File: src/rtl/signed_seq_div.sv
// Signed sequential divider sized for the 7x5 signed multiplier product domain.
// A 12-bit signed dividend is divided by a 5-bit signed divisor using unsigned
// restoring division on the magnitudes, one quotient bit per clock, then sign-fixed
// and saturated to a 7-bit signed quotient.
//
// Ports:
//   clk        clock, rising edge active
//   rst_n      asynchronous active-low reset
//   start      request, accepted only when idle
//   dividend   12-bit two's-complement dividend
//   divisor    5-bit two's-complement divisor
//   busy       high while iterating or fixing signs
//   done       one-cycle pulse when results are updated
//   quotient   7-bit two's-complement quotient (saturated on overflow)
//   remainder  5-bit two's-complement remainder, sign of the dividend
//   ovf        true quotient outside -64..63
//   dbz        divisor was zero
module signed_seq_div (
    input  logic        clk,
    input  logic        rst_n,
    input  logic        start,
    input  logic [11:0] dividend,
    input  logic [4:0]  divisor,
    output logic        busy,
    output logic        done,
    output logic [6:0]  quotient,
    output logic [4:0]  remainder,
    output logic        ovf,
    output logic        dbz
);

    typedef enum logic [1:0] {StIdle, StCalc, StFix, StDone} state_t;

    state_t      state_q, state_d;
    logic [3:0]  cnt_q;
    logic [11:0] acc_q;    // dividend magnitude, shifted out as quotient bits shift in
    logic [5:0]  prem_q;   // partial remainder
    logic [4:0]  dmag_q;
    logic        qneg_q, rneg_q;
    logic        zpend_q;  // zero divisor seen; results are written on the following edge
    logic [6:0]  quotient_q;
    logic [4:0]  remainder_q;
    logic        ovf_q, dbz_q;

    logic [11:0] dvd_mag;
    logic [4:0]  dsr_mag;
    logic [6:0]  trial;
    logic        trial_ge;
    logic [5:0]  trial_diff;
    logic [4:0]  rem_signed;

    assign dvd_mag    = dividend[11] ? (12'd0 - dividend) : dividend;
    assign dsr_mag    = divisor[4] ? (5'd0 - divisor) : divisor;
    assign trial      = {prem_q, acc_q[11]};
    assign trial_ge   = trial >= {2'b00, dmag_q};
    assign trial_diff = trial[5:0] - {1'b0, dmag_q};
    assign rem_signed = rneg_q ? (5'd0 - prem_q[4:0]) : prem_q[4:0];

    // State register
    always_ff @(posedge clk or negedge rst_n) begin
        if (!rst_n) begin
            state_q <= StIdle;
        end else begin
            state_q <= state_d;
        end
    end

    // Next-state logic
    always_comb begin
        state_d = state_q;
        case (state_q)
            StIdle: begin
                if (zpend_q) begin
                    state_d = StDone;
                end else if (start && (divisor != 5'd0)) begin
                    state_d = StCalc;
                end
            end
            StCalc:  if (cnt_q == 4'd11) state_d = StFix;
            StFix:   state_d = StDone;
            StDone:  state_d = StIdle;
            default: state_d = StIdle;
        endcase
    end

    assign busy = (state_q == StCalc) || (state_q == StFix);
    assign done = (state_q == StDone);

    // Datapath and result registers
    always_ff @(posedge clk or negedge rst_n) begin
        if (!rst_n) begin
            cnt_q       <= 4'd0;
            acc_q       <= 12'd0;
            prem_q      <= 6'd0;
            dmag_q      <= 5'd0;
            qneg_q      <= 1'b0;
            rneg_q      <= 1'b0;
            zpend_q     <= 1'b0;
            quotient_q  <= 7'd0;
            remainder_q <= 5'd0;
            ovf_q       <= 1'b0;
            dbz_q       <= 1'b0;
        end else begin
            case (state_q)
                StIdle: begin
                    if (zpend_q) begin
                        zpend_q     <= 1'b0;
                        quotient_q  <= 7'd0;
                        remainder_q <= 5'd0;
                        ovf_q       <= 1'b0;
                        dbz_q       <= 1'b1;
                    end else if (start) begin
                        acc_q   <= dvd_mag;
                        dmag_q  <= dsr_mag;
                        prem_q  <= 6'd0;
                        cnt_q   <= 4'd0;
                        qneg_q  <= dividend[11] ^ divisor[4];
                        rneg_q  <= dividend[11];
                        zpend_q <= (divisor == 5'd0);
                    end
                end
                StCalc: begin
                    acc_q  <= {acc_q[10:0], trial_ge};
                    prem_q <= trial_ge ? trial_diff : trial[5:0];
                    cnt_q  <= cnt_q + 4'd1;
                end
                StFix: begin
                    remainder_q <= rem_signed;
                    dbz_q       <= 1'b0;
                    if (qneg_q) begin
                        // -64 is representable, so a magnitude of exactly 64 is not overflow
                        if (acc_q > 12'd64) begin
                            quotient_q <= 7'h40;
                            ovf_q      <= 1'b1;
                        end else begin
                            quotient_q <= 7'd0 - acc_q[6:0];
                            ovf_q      <= 1'b0;
                        end
                    end else begin
                        if (acc_q > 12'd63) begin
                            quotient_q <= 7'h3F;
                            ovf_q      <= 1'b1;
                        end else begin
                            quotient_q <= acc_q[6:0];
                            ovf_q      <= 1'b0;
                        end
                    end
                end
                default: ;
            endcase
        end
    end

    assign quotient  = quotient_q;
    assign remainder = remainder_q;
    assign ovf       = ovf_q;
    assign dbz       = dbz_q;

endmodule

File: config.mk
export PLATFORM = sky130hd
export DESIGN_NAME = signed_seq_div
export DESIGN_NICKNAME = d
export VERILOG_FILES = /design/src/rtl/signed_seq_div.sv
export SDC_FILE = /design/constraint.sdc
export NUM_CORES = 1
export LEC_CHECK = 0
export ABC_CLOCK_PERIOD_IN_PS = 2650
export CORE_MARGIN = 2
export CORE_UTILIZATION = 55
export DETAILED_ROUTE_END_ITERATION = 6
export PLACE_DENSITY = 0.79
export SYNTH_ARGS = -nofsm -noshare
export SYNTH_HDL_FRONTEND = slang
export SYNTH_SLANG_ARGS = --single-unit
File: constraint.sdc
create_clock -name clk -period 2.65 [get_ports clk]
set_input_delay 0.795 -clock clk [delete_from_list [all_inputs] [get_ports clk]]
set_output_delay 0.795 -clock clk [all_outputs]
set_load 0.005 [all_outputs]
== After elaboration in Yosys (flattened, before gate mapping) ==
Cells that the tools add are included.

* Add/subtract/negate cells: 6
* Multipliers: 0
* Divide/modulo/power cells: 0
* Magnitude comparators: 3
* Eq/ne operators: 9
* Shifts and indexed selects: 0
* Muxes and demuxes: 33
* Bitwise operators: 2
* Reductions and logical operators: 11

{| class="wikitable"
|+ Operator list
! operator !! number
|-
| $mux W12 || 3
|-
| $mux W7 || 4
|-
| $pmux W12 S2 || 1
|-
| $mux W6 || 3
|-
| $mux W5 || 3
|-
| $pmux W7 S2 || 1
|-
| $gt A12 B6 Y1 const B || 1
|-
| $gt A12 B7 Y1 const B || 1
|-
| $pmux W6 S2 || 1
|-
| $sub A1 B12 Y12 const A || 1
|-
| $pmux W5 S2 || 1
|-
| $sub A1 B5 Y5 const A || 2
|-
| $mux W4 || 2
|-
| $ne A2 B2 Y1 const B || 4
|-
| $pmux W2 S4 || 1
|-
| $pmux W4 S2 || 1
|-
| $ge A7 B5 Y1 || 1
|-
| $mux W1 || 7
|-
| $sub A1 B7 Y7 const A || 1
|-
| $mux W2 || 3
|-
| $reduce_and A3 Y1 || 2
|-
| $sub A6 B5 Y6 || 1
|-
| $logic_not A5 Y1 || 1
|-
| $reduce_bool A5 Y1 || 1
|-
| other kinds (13) || 17
|}

* Bits in registers: 46
* Bits in latches: 0
* RAM bits: 0
* ROM bits: 0
* Bits of input ports: 20
* Memories: 0

== Longest topological paths before layout ==
Gate-level depths: netlist of the first run.

* Word-level depth: 5
* Depth in mapped cells: 8
* Mapped depth without buffers: 8

== Worst setup path before layout of the first run ==
OpenSTA, ideal clock, no wires.

* Kind: input to register
* From: in dividend[5]
* To: reg acc_q[10]
* Setup time: 0.131 ns
* Arrival: 1.986 ns
* Required time: 2.519 ns
* Setup slack: 0.533 ns
* Stages: 5
* Path buffers: 1
* Cells stage by stage: or4_1 > buf_2 > o41ai_4 > xor2_1 > o211ai_1

* Word-level cells in the longest chain between the ends: 5

{| class="wikitable"
|+ Ends and longest elaborated chain
! item !! line !! source
|-
| start, declared || 22 || <nowiki>input logic [11:0] dividend,</nowiki>
|-
| $sub A1 B12 Y12 || 52 || <nowiki>assign dvd_mag = dividend[11] ? (12'd0 - dividend) : dividend;</nowiki>
|-
| $mux W12 || 52 ||
|-
| $mux W12 || 112 || <nowiki>end else if (start) begin</nowiki>
|-
| $mux W12 || 106 || <nowiki>if (zpend_q) begin</nowiki>
|-
| $pmux W12 S2 || 104 || <nowiki>case (state_q)</nowiki>
|-
| end signal, assigned || 113 || <nowiki>acc_q <= dvd_mag;</nowiki>
|-
| end signal, assigned || 123 || <nowiki>acc_q <= {acc_q[10:0], trial_ge};</nowiki>
|-
| end, declared || 36 || <nowiki>logic [11:0] acc_q;</nowiki>
|}

No other way between the ends. The select of a mux whose other input is x is not followed.
A chain may end at the register's enable or synchronous reset.

== Worst setup path after layout of the first run ==
* From: in dividend[5]
* To: reg acc_q[7]

The elaborated chain is that of the path after synthesis.

==> results of run 1 <==
==> cell families (layout without fill, tap and decap cells) <==
logic type / after synthesis / after routing / share of synthesized area, %
AOI/OAI and AO/OA: 100 / 100 / 23.4
xor gates and xnor gates: 16 / 16 / 4.86
adders and majority gates: 16 / 16 / 7.20
buffers and inverters: 35 / 84 / 4.69
DFF: 46 / 46 / 39.9
muxes: 7 / 7 / 2.43
and+or+nand+nor: 106 / 106 / 17.5
==> path summary, 6_finish.rpt <==
check                              end  cells after the start  slack (ps)
max                           acc_q[7]                      5         270
min                        quotient[3]                      1         450
max reg2reg                  prem_q[5]                      7         510
min reg2reg                quotient[6]                      2         470
max in group asynchronous    prem_q[1]                      2        1610
min in group clk           quotient[6]                      2         470
==> per-stage QoR <==
stage / std cells / instance area (µm²) / TNS [ps] / power (µW) / util, %
2_1_floorplan: 326 / 2880 / 0 / 2740 / -
3_3_place_gp: 437 / 3410 / 0 / 3430 / 67.1
3_5_place_dp: 437 / 3410 / -126 / 3500 / 67.1
4_1_cts: 445 / 3520 / 0 / 4030 / 69.4
5_1_grt: 445 / 3520 / 0 / 4420 / 69.4
6_report: 445 / 3520 / 0 / 4040 / 69.4
==> worst register-to-register path, delay by kind of cell (launching register included) <==
| family | cells | cell delay, ps |
|---|---|---|
| buf+inv | 2 | 310 |
| flops | 1 | 410 |
| fa+ha+maj | 1 | 450 |
| compound gates | 3 | 480 |
| simple gates | 1 | 410 |
==> flip-flops by register name, indices dropped and copies added (netlist names), 2 cells and up <==
signal     flops
acc_q         12
quotient       7
remainder      5
dmag_q         5
cnt_q          4
state_q        2
prem_q         6
==> final cells by class <==
class | instances | area, µm² | area share (%)
clock buffer | 5 | 68.8 | 1.95
sequential | 46 | 1150 | 32.7
inverter | 22 | 82.6 | 2.35
timing repair buffer | 54 | 488 | 13.9
clock inverter | 3 | 45.0 | 1.28
multi-input combinational | 245 | 1600 | 45.4
tap | 70 | 87.6 | 2.49
==> cells in the final DEF (no fill, tap or decap), types with 2 or more instances in the layout <==
cell type and count:
nand2b_1 5, xor2_1 9, clkdlybuf4s50_1 34, clkinvlp_4 2
inv_1 22, a21oi_1 19, ha_1 15, nor2_1 13
clkbuf_8 5, o21ai_0 26, o21ai_1 2, nor2b_1 2
nand2_1 52, nor4_1 2, o211ai_1 8, buf_4 19
nand3b_1 3, o22ai_1 7, a21o_1 2, mux2i_1 7
a31oi_1 3, nand3_1 9, or4_1 2, nand4_1 6
xnor2_1 7, and2_1 2, a22oi_1 2, a32o_1 2
and3_1 3, dfrtp_1 46, o31ai_1 5, a211oi_1 8
==> per-layer routing <==
layer | vias up | global-route usage, % | share of wire [%]
li1 | 1268 | - | -
met1 | 1257 | 31.6 | 42
met2 | 86 | 41.5 | 50
met3 | 10 | 5.09 | 6.4
met4 | 0 | 8.18 | 1.3
met5 | - | 0 | 0
==> where the power goes <==
| part | internal (µW) | switching [µW] | leakage [µW] |
|---|---|---|---|
| clock network | 280 | 245 | 0.0000504 |
| registers | 1000 | 309 | 0.000581 |
| logic | 998 | 1200 | 0.000897 |
| total | 2280 | 1760 | 0.00153 |
==> results.yml, run 1 <==
run_status:
  run_status: "completed"
grt:
  grt.overflow.total: 0
  grt.total_usage_pct: 24.6
  grt_pass1_wl_mm: 11.6
  grt_max_degree: 22
  grt_pass1_vias: 2522
  grt_antenna_before_repair: 0
synth:
  syn-cell-area_um2: 2880
  synth_seq_cells: 46
  netlist_instances: 326
  yosysMostFrequentCell: "nand2_1"
  ys_types: 55
  ys_warn_count: 0
  synth_commonest_cells: "nand2_1, dfrtp_1, o21ai_0, inv_1, a21oi_1"
  seq_area_frac_synth_pct: 39.9
  syn_avg_cell_area_um2: 8.85
  synth_edf_count: 0
  synth_flop_cell: "dfrtp_1"
  synthTopCellsByArea: "dfrtp_1, nand2_1, ha_1"
  synth_area_leader_cell: "dfrtp_1"
  synth_top_area_share_pct: 39.9
  synth_nets: 362
  synthArstFlopShare_pct: 100
clock_tree:
  cts_setup_buffers: 0
  clock_sinks: 46
  clockBufferDepth: 2
  clkTransAtPathRegs_ps: 90
  numCtsBuffers: 5
  insertion_delay_ps: 300
  cts_htree_levels: 2
  cts_tree: "yes"
  root_buffer: "clkbuf_8"
  postCtsHoldBufs: 0
  post_cts_resized: 0
cells_and_area:
  n_antenna_cell: 0
  area_growth_pct: 22.1
  drive_gt1_share_pct: 9.07
  nFillCells: 426
  final_nets: 410
critical_path:
  critPathLaunch: "dividend[5]"
  slowest_delay_ps: 700
  cp.arrival_ps: 2550
  cp.buffers_inverters: 1
  end_kind: "register"
  reg2reg_from: "state_q[0]"
  cp_slowest_cell: "or4_1"
  cp_cell_sequence: "clkdlybuf4s50_1 > or4_1 > o31ai_2 > xor2_1 > o221ai_1"
  path_class: "in2reg"
  cp-start-kind: "input pin"
  crit_fanout: 6
  cp_top_family: "simple AND/OR/NAND/NOR gates"
  cp.required_ps: 2820
run:
  cap_violations: 0
timing:
  setup_viol: 0
  tightest_slew_ps: 603
  final_hold_viol_count: 0
  clock_skew_ps: 5.29
  period_share_pct: 90.0
  finalWorstSetupSlack_ps: 266
  timing.fmax_ghz: 0.419
  finalMaxSlewViolations: 0
  rsz0062_at_grt: "false"
  period_needed_ps: 2380
  relSlewSlack_pct: 59.4
  holdWs_ps: 447
floorplanning:
  die_y_um: 76.4
  io_pins: 36
  initial_core_util_pct: 56.8
  die_width_um: 76.4
  core_um2: 5070
  num_rows: 26
  die_area_um2: 5840
placed_design:
  dp_hpwl_mm: 5.22
  pre_cts_ws_ps: -60.8
  port_buffers: 35
  place_congestion: 0.896
route:
  drcViolationCount: 0
  viasPerCell: 5.89
  wirelength_mm: 6.67
  dr.pass1.iters: 4
  initialDrtViolationCount: 201
  wl_per_cell_um: 15.0
  num_vias: 2621
  route.antenna.remaining_nets: 0
power:
  ir_drop_mv: 0.695
  p_leak_uw: 0.00153
  p_per_area_nw_per_um2: 1150
hold_path:
  min_path_type: "in2async"
(Power assumes the default switching activity.)
==> run 2, diff against run 1 <==
--- a/config.mk
+++ b/config.mk
@@ -6,7 +6,6 @@
 export NUM_CORES = 1
 export LEC_CHECK = 0
 export ABC_CLOCK_PERIOD_IN_PS = 2650
-export CORE_MARGIN = 2
 export CORE_UTILIZATION = 55
 export DETAILED_ROUTE_END_ITERATION = 6
 export PLACE_DENSITY = 0.79
==> run 2 against run 1 <==
  * Cell count shrank 0.67%
  * Critical endpoint is now acc_q[9]
  * Non-clock buffer count unchanged
  * Hold slack gained 34 ps
  * Critical path type unchanged
  * Power grew 1.3%
  * Register-to-register slack worse by 80 ps
==> results.yml, run 2 (same netlist as run 1, synthesis figures left out) <==
run_status:
  run_status: "completed"
power:
  p_switching_uw: 1800
  p_per_area_nw_per_um2: 1160
  swShare_pct: 44.0
  p_int_uw: 2290
  p_leak_uw: 0.00153
  p_seq_share_pct: 32.0
  ir_drop_mv: 0.784
  pwr-share-clk_pct: 12.9
  p_comb_share_pct: 55.1
cells_and_area:
  final_common_cell: "nand2_1"
  final_cell_area_um2: 3520
  final_cell_mix: "nand2_1, dfrtp_1, clkdlybuf4s50_1"
  n_antenna_cell: 0
  largest_reg_flops: 12
  final_nets: 410
  area_growth_pct: 22.0
  drive_gt1_share_pct: 9.07
  top_register: "acc_q"
critical_path:
  rr_endpoint: "prem_q[2]"
  reg2reg_from: "prem_q[3]"
  r2r_slack_ps: 430
  crit_fanout: 6
  cp.required_ps: 2810
  cp-start-kind: "input pin"
  cp.arrival_ps: 2580
  end_kind: "register"
  path_class: "in2reg"
  rr_worst_depth: 5
hold_path:
  min_to: "quotient[2]"
  min_path_type: "reg2reg"
  min_path_cells: 2
  hold_start: "quotient[2]"
floorplanning:
  die_area_um2: 5540
  num_rows: 25
  die_y_um: 74.4
  initial_core_util_pct: 59.1
  io_pins: 36
  die_width_um: 74.4
  core_um2: 4880
route:
  dr_wl_met2_mm: 3.19
  drcViolationCount: 0
  dr_wl_met3_um: 404
  viasPerCell: 5.94
  route.antenna.remaining_nets: 0
  m1WireLength_mm: 2.97
  initialDrtViolationCount: 143
  wl_per_cell_um: 15.2
  top_layer_used: "met4"
  num_vias: 2627
  wirelength_mm: 6.72
  dr.pass1.iters: 4
placed_design:
  dp_hpwl_mm: 5.06
  pre_cts_ws_ps: -57.7
  port_buffers: 35
  placed_area_um2: 3400
  place_congestion: 0.885
timing:
  rsz0062_at_grt: "false"
  setup_viol: 0
  finalWorstSetupSlack_ps: 237
  tightest_slew_ps: 791
  relSlewSlack_pct: 46.8
  final_hold_viol_count: 0
  clock_skew_ps: 6.21
  period_needed_ps: 2410
  period_share_pct: 91.1
  timing.fmax_ghz: 0.414
  finalMaxSlewViolations: 0
clock_tree:
  clkTransAtPathRegs_ps: 90
  cts_tree: "yes"
  clock_sinks: 46
  post_cts_resized: 0
  root_buffer: "clkbuf_8"
  postCtsHoldBufs: 0
  numCtsBuffers: 5
  clockBufferDepth: 2
  cts_setup_buffers: 0
  insertion_delay_ps: 300
  cts_htree_levels: 2
grt:
  grt_pass1_vias: 2549
  grt_max_degree: 47
  grt.total_usage_pct: 26.9
  grt_antenna_before_repair: 0
  grt.overflow.total: 0
  grt_pass1_wl_mm: 11.5
run:
  cap_violations: 0
[run 2: cell counts in the layout (fill, tap and decap cells not counted)]
No cell type changed its count.
[run 2: area by class of cell]
type	instances	area [µm²]
Multi-Input combinational cell	245	1600
Fill cell	414	1360
Sequential cell	46	1150
Timing Repair Buffer	54	488
Tap cell	67	83.8
Inverter	22	82.6
Clock buffer	5	68.8
Clock inverter	3	45.0
[run 2: routing by layer]
layer	up-vias	track usage [%]
met4	0	10.5
met3	16	3.79
met1	1235	35.3
met2	104	45.0
met5	-	0
li1	1272	-
[run 2: worst max path at each step]
stage / startpoint / end / slack (ps)
after global routing: dividend[5] / acc_q[11] / 160
after floorplan: dividend[5] / acc_q[10] / 530
final: dividend[5] / acc_q[9] / 240
after CTS: dividend[5] / acc_q[9] / 250
after global placement: dividend[5] / acc_q[10] / 30
after detailed placement: dividend[5] / acc_q[9] / -60
[run 2: critical path, stage by stage]
cell	delay, ps
clkdlybuf4s50_1	420
or4_1	710
o31ai_1	340
xor2_1	210
a21oi_1	110
[run 2: power groups by stage]
stage               Clock [µW]  Sequential [µW]  Combinational, µW
floorplan                    0             1230               1520
global placement             0             1300               2170
detailed placement           0             1310               2230
CTS                        535             1300               2240
global route               559             1350               2530
finish                     529             1310               2250
[run 2: through the flow]
| step | total power, µW | setup TNS (ps) | hold WS (ps) | std cells | utilization (%) |
|---|---|---|---|---|---|
| floorplan | 2740 | 0 | 450 | 326 | - |
| global placement | 3470 | 0 | 452 | 434 | 69.7 |
| detailed placement | 3550 | -120 | 469 | 434 | 69.7 |
| CTS | 4080 | 0 | 489 | 442 | 72.1 |
| global route | 4440 | 0 | 512 | 442 | 72.1 |
| finish | 4090 | 0 | 481 | 442 | 72.1 |
==> run 3, diff against run 2 <==
--- a/config.mk
+++ b/config.mk
@@ -5,10 +5,11 @@
 export SDC_FILE = /design/constraint.sdc
 export NUM_CORES = 1
 export LEC_CHECK = 0
-export ABC_CLOCK_PERIOD_IN_PS = 2650
+export ABC_CLOCK_PERIOD_IN_PS = 3100
 export CORE_UTILIZATION = 55
 export DETAILED_ROUTE_END_ITERATION = 6
 export PLACE_DENSITY = 0.79
+export SKIP_CTS_REPAIR_TIMING = 1
 export SYNTH_ARGS = -nofsm -noshare
 export SYNTH_HDL_FRONTEND = slang
 export SYNTH_SLANG_ARGS = --single-unit
==> constraint.sdc (replaced) <==
create_clock -name clk -period 3.1 [get_ports clk]
set_input_delay 0.93 -clock clk [delete_from_list [all_inputs] [get_ports clk]]
set_output_delay 0.93 -clock clk [all_outputs]
set_load 0.005 [all_outputs]
==> run 3 against run 2 <==
  * Non-clock buffer count shrank 10
  * Worst setup slack improved by 330 ps
  * Routed wire length decreased by 4.4%
  * First-iteration DRC count rose by 52%
  * Sequential share of layout area up 1.1 points
  * Hold slack worse by 0.93 ps
  * Highest routed layer unchanged
==> results.yml, run 3 (same netlist as run 1, synthesis figures left out) <==
route:
  num_vias: 2541
  viasPerCell: 5.90
  wl_per_cell_um: 14.9
  initialDrtViolationCount: 217
  drcViolationCount: 0
  dr.pass1.iters: 4
  wirelength_mm: 6.42
  route.antenna.remaining_nets: 0
power:
  p_seq_share_pct: 33.3
  p_per_area_nw_per_um2: 979
  p_int_uw: 1840
  p_switching_uw: 1500
  p_leak_uw: 0.00147
  power_uw: 3340
  swShare_pct: 45.0
  ir_drop_mv: 0.644
  p_comb_share_pct: 56.3
  pwr-share-clk_pct: 10.5
clock_tree:
  insertion_delay_ps: 300
  root_buffer: "clkbuf_8"
  cts_tree: "yes"
  cts_htree_levels: 2
  clockBufferDepth: 2
  numCtsBuffers: 5
  clock_sinks: 46
  clkTransAtPathRegs_ps: 80
floorplanning:
  die_y_um: 74.4
  die_width_um: 74.4
  initial_core_util_pct: 59.1
  die_area_um2: 5540
  core_um2: 4880
  num_rows: 25
  io_pins: 36
cells_and_area:
  nFillCells: 413
  n_antenna_cell: 0
  area_growth_pct: 18.1
  final_nets: 400
  top_register: "acc_q"
  final_cell_area_um2: 3410
  largest_reg_flops: 12
  stdcell_count: 431
  multiInputGateArea_um2: 1600
  final_common_cell: "nand2_1"
  drive_gt1_share_pct: 6.32
  seq_area_um2: 1150
  final_cell_mix: "nand2_1, dfrtp_1, clkdlybuf4s50_1"
critical_path:
  cp.required_ps: 3280
  cp_slowest_cell: "or4_1"
  cp.arrival_ps: 2710
  cp.buffers_inverters: 1
  cp-start-kind: "input pin"
  cp_cell_sequence: "clkdlybuf4s50_1 > or4_1 > o41ai_4 > xor2_1 > o211ai_1"
  end_kind: "register"
  path_class: "in2reg"
  cp_top_family: "simple AND/OR/NAND/NOR gates"
  slowest_delay_ps: 690
  crit_fanout: 6
placed_design:
  dp_hpwl_mm: 4.98
  dp.cells: 424
  pre_cts_ws_ps: 265
  placed_area_um2: 3330
  place_congestion: 0.888
  port_buffers: 35
timing:
  timing.fmax_ghz: 0.395
  finalWorstSetupSlack_ps: 566
  period_share_pct: 81.7
  tightest_slew_ps: 800
  period_needed_ps: 2530
  finalMaxSlewViolations: 0
  relSlewSlack_pct: 46.2
  setup_viol: 0
  final.setup.tns_ps: 0
  final_hold_viol_count: 0
  clock_skew_ps: 8.09
  rsz0062_at_grt: "false"
run:
  cap_violations: 0
run_status:
  run_status: "completed"
grt:
  met2_usage_pct: 41.3
  grt_pass1_wl_mm: 10.9
  grt_antenna_before_repair: 0
  met3_usage_pct: 3.66
  use_met1_pct: 35.6
  grt_pass1_vias: 2299
  grt.overflow.total: 0
  grt.total_usage_pct: 25.8
  grt_busiest_layer: "met2"
  grt_max_degree: 21
hold_path:
  min_path_type: "reg2reg"
==> run 3: changes by cell type in the layout (fill, tap and decap cells not counted), sizes merged <==
cell / previous run / this run
clkinvlp: 2 / 0
clkinv: 0 / 2
bufinv: 1 / 0
buf: 20 / 10
==> run 3: final timing paths <==
| check | from | to | slack (ps) | depth (start not counted) |
|---|---|---|---|---|
| min in group asynchronous | rst_n | quotient[3] | 540 | 1 |
| setup reg to reg | state_q[0] | prem_q[4] | 790 | 7 |
| setup / recovery | dividend[4] | acc_q[10] | 570 | 5 |
| hold / removal | remainder[2] | remainder[2] | 480 | 2 |
| max in group asynchronous | rst_n | prem_q[1] | 1950 | 2 |
| hold reg to reg | remainder[2] | remainder[2] | 480 | 2 |
==> run 3: cell type report <==
type                       count  area share, %
sequential                    46           33.8
inverter                      22           2.42
multi-input combinational    245           46.9
clock buffer                   5           2.02
tap                           67           2.46
clock inverter                 2          0.294
timing repair buffer          44           12.1
==> run 3: metrics by stage <==
| stage | hold slack (ps) | util [%] |
|---|---|---|
| global route | 507 | 69.8 |
| global placement | 451 | 68.2 |
| floorplan | 450 | - |
| CTS | 488 | 69.8 |
| finish | 480 | 69.8 |
| detailed placement | 469 | 68.2 |
==> run 3: layer usage <==
metal	wire, µm	up-vias
met3	321	9
met4	100	0
met5	0	-
met2	3010	83
met1	2990	1196
li1	-	1253
==> run 3: power groups by stage <==
stage | Sequential (µW) | Combinational [µW] | Clock [µW]
finish | 1110 | 1880 | 349
global route | 1150 | 2120 | 369
CTS | 1110 | 1870 | 353
detailed placement | 1120 | 1860 | 0
global placement | 1110 | 1820 | 0
floorplan | 1050 | 1300 | 0
==> run 3: worst register-to-register path, cell delays in order, from the launching register on <==
cell	delay (ps)
dfrtp_1	410
inv_1	110
ha_1	470
nand3b_1	500
a21oi_1	310
buf_4	210
nand4_1	100
o211ai_1	120
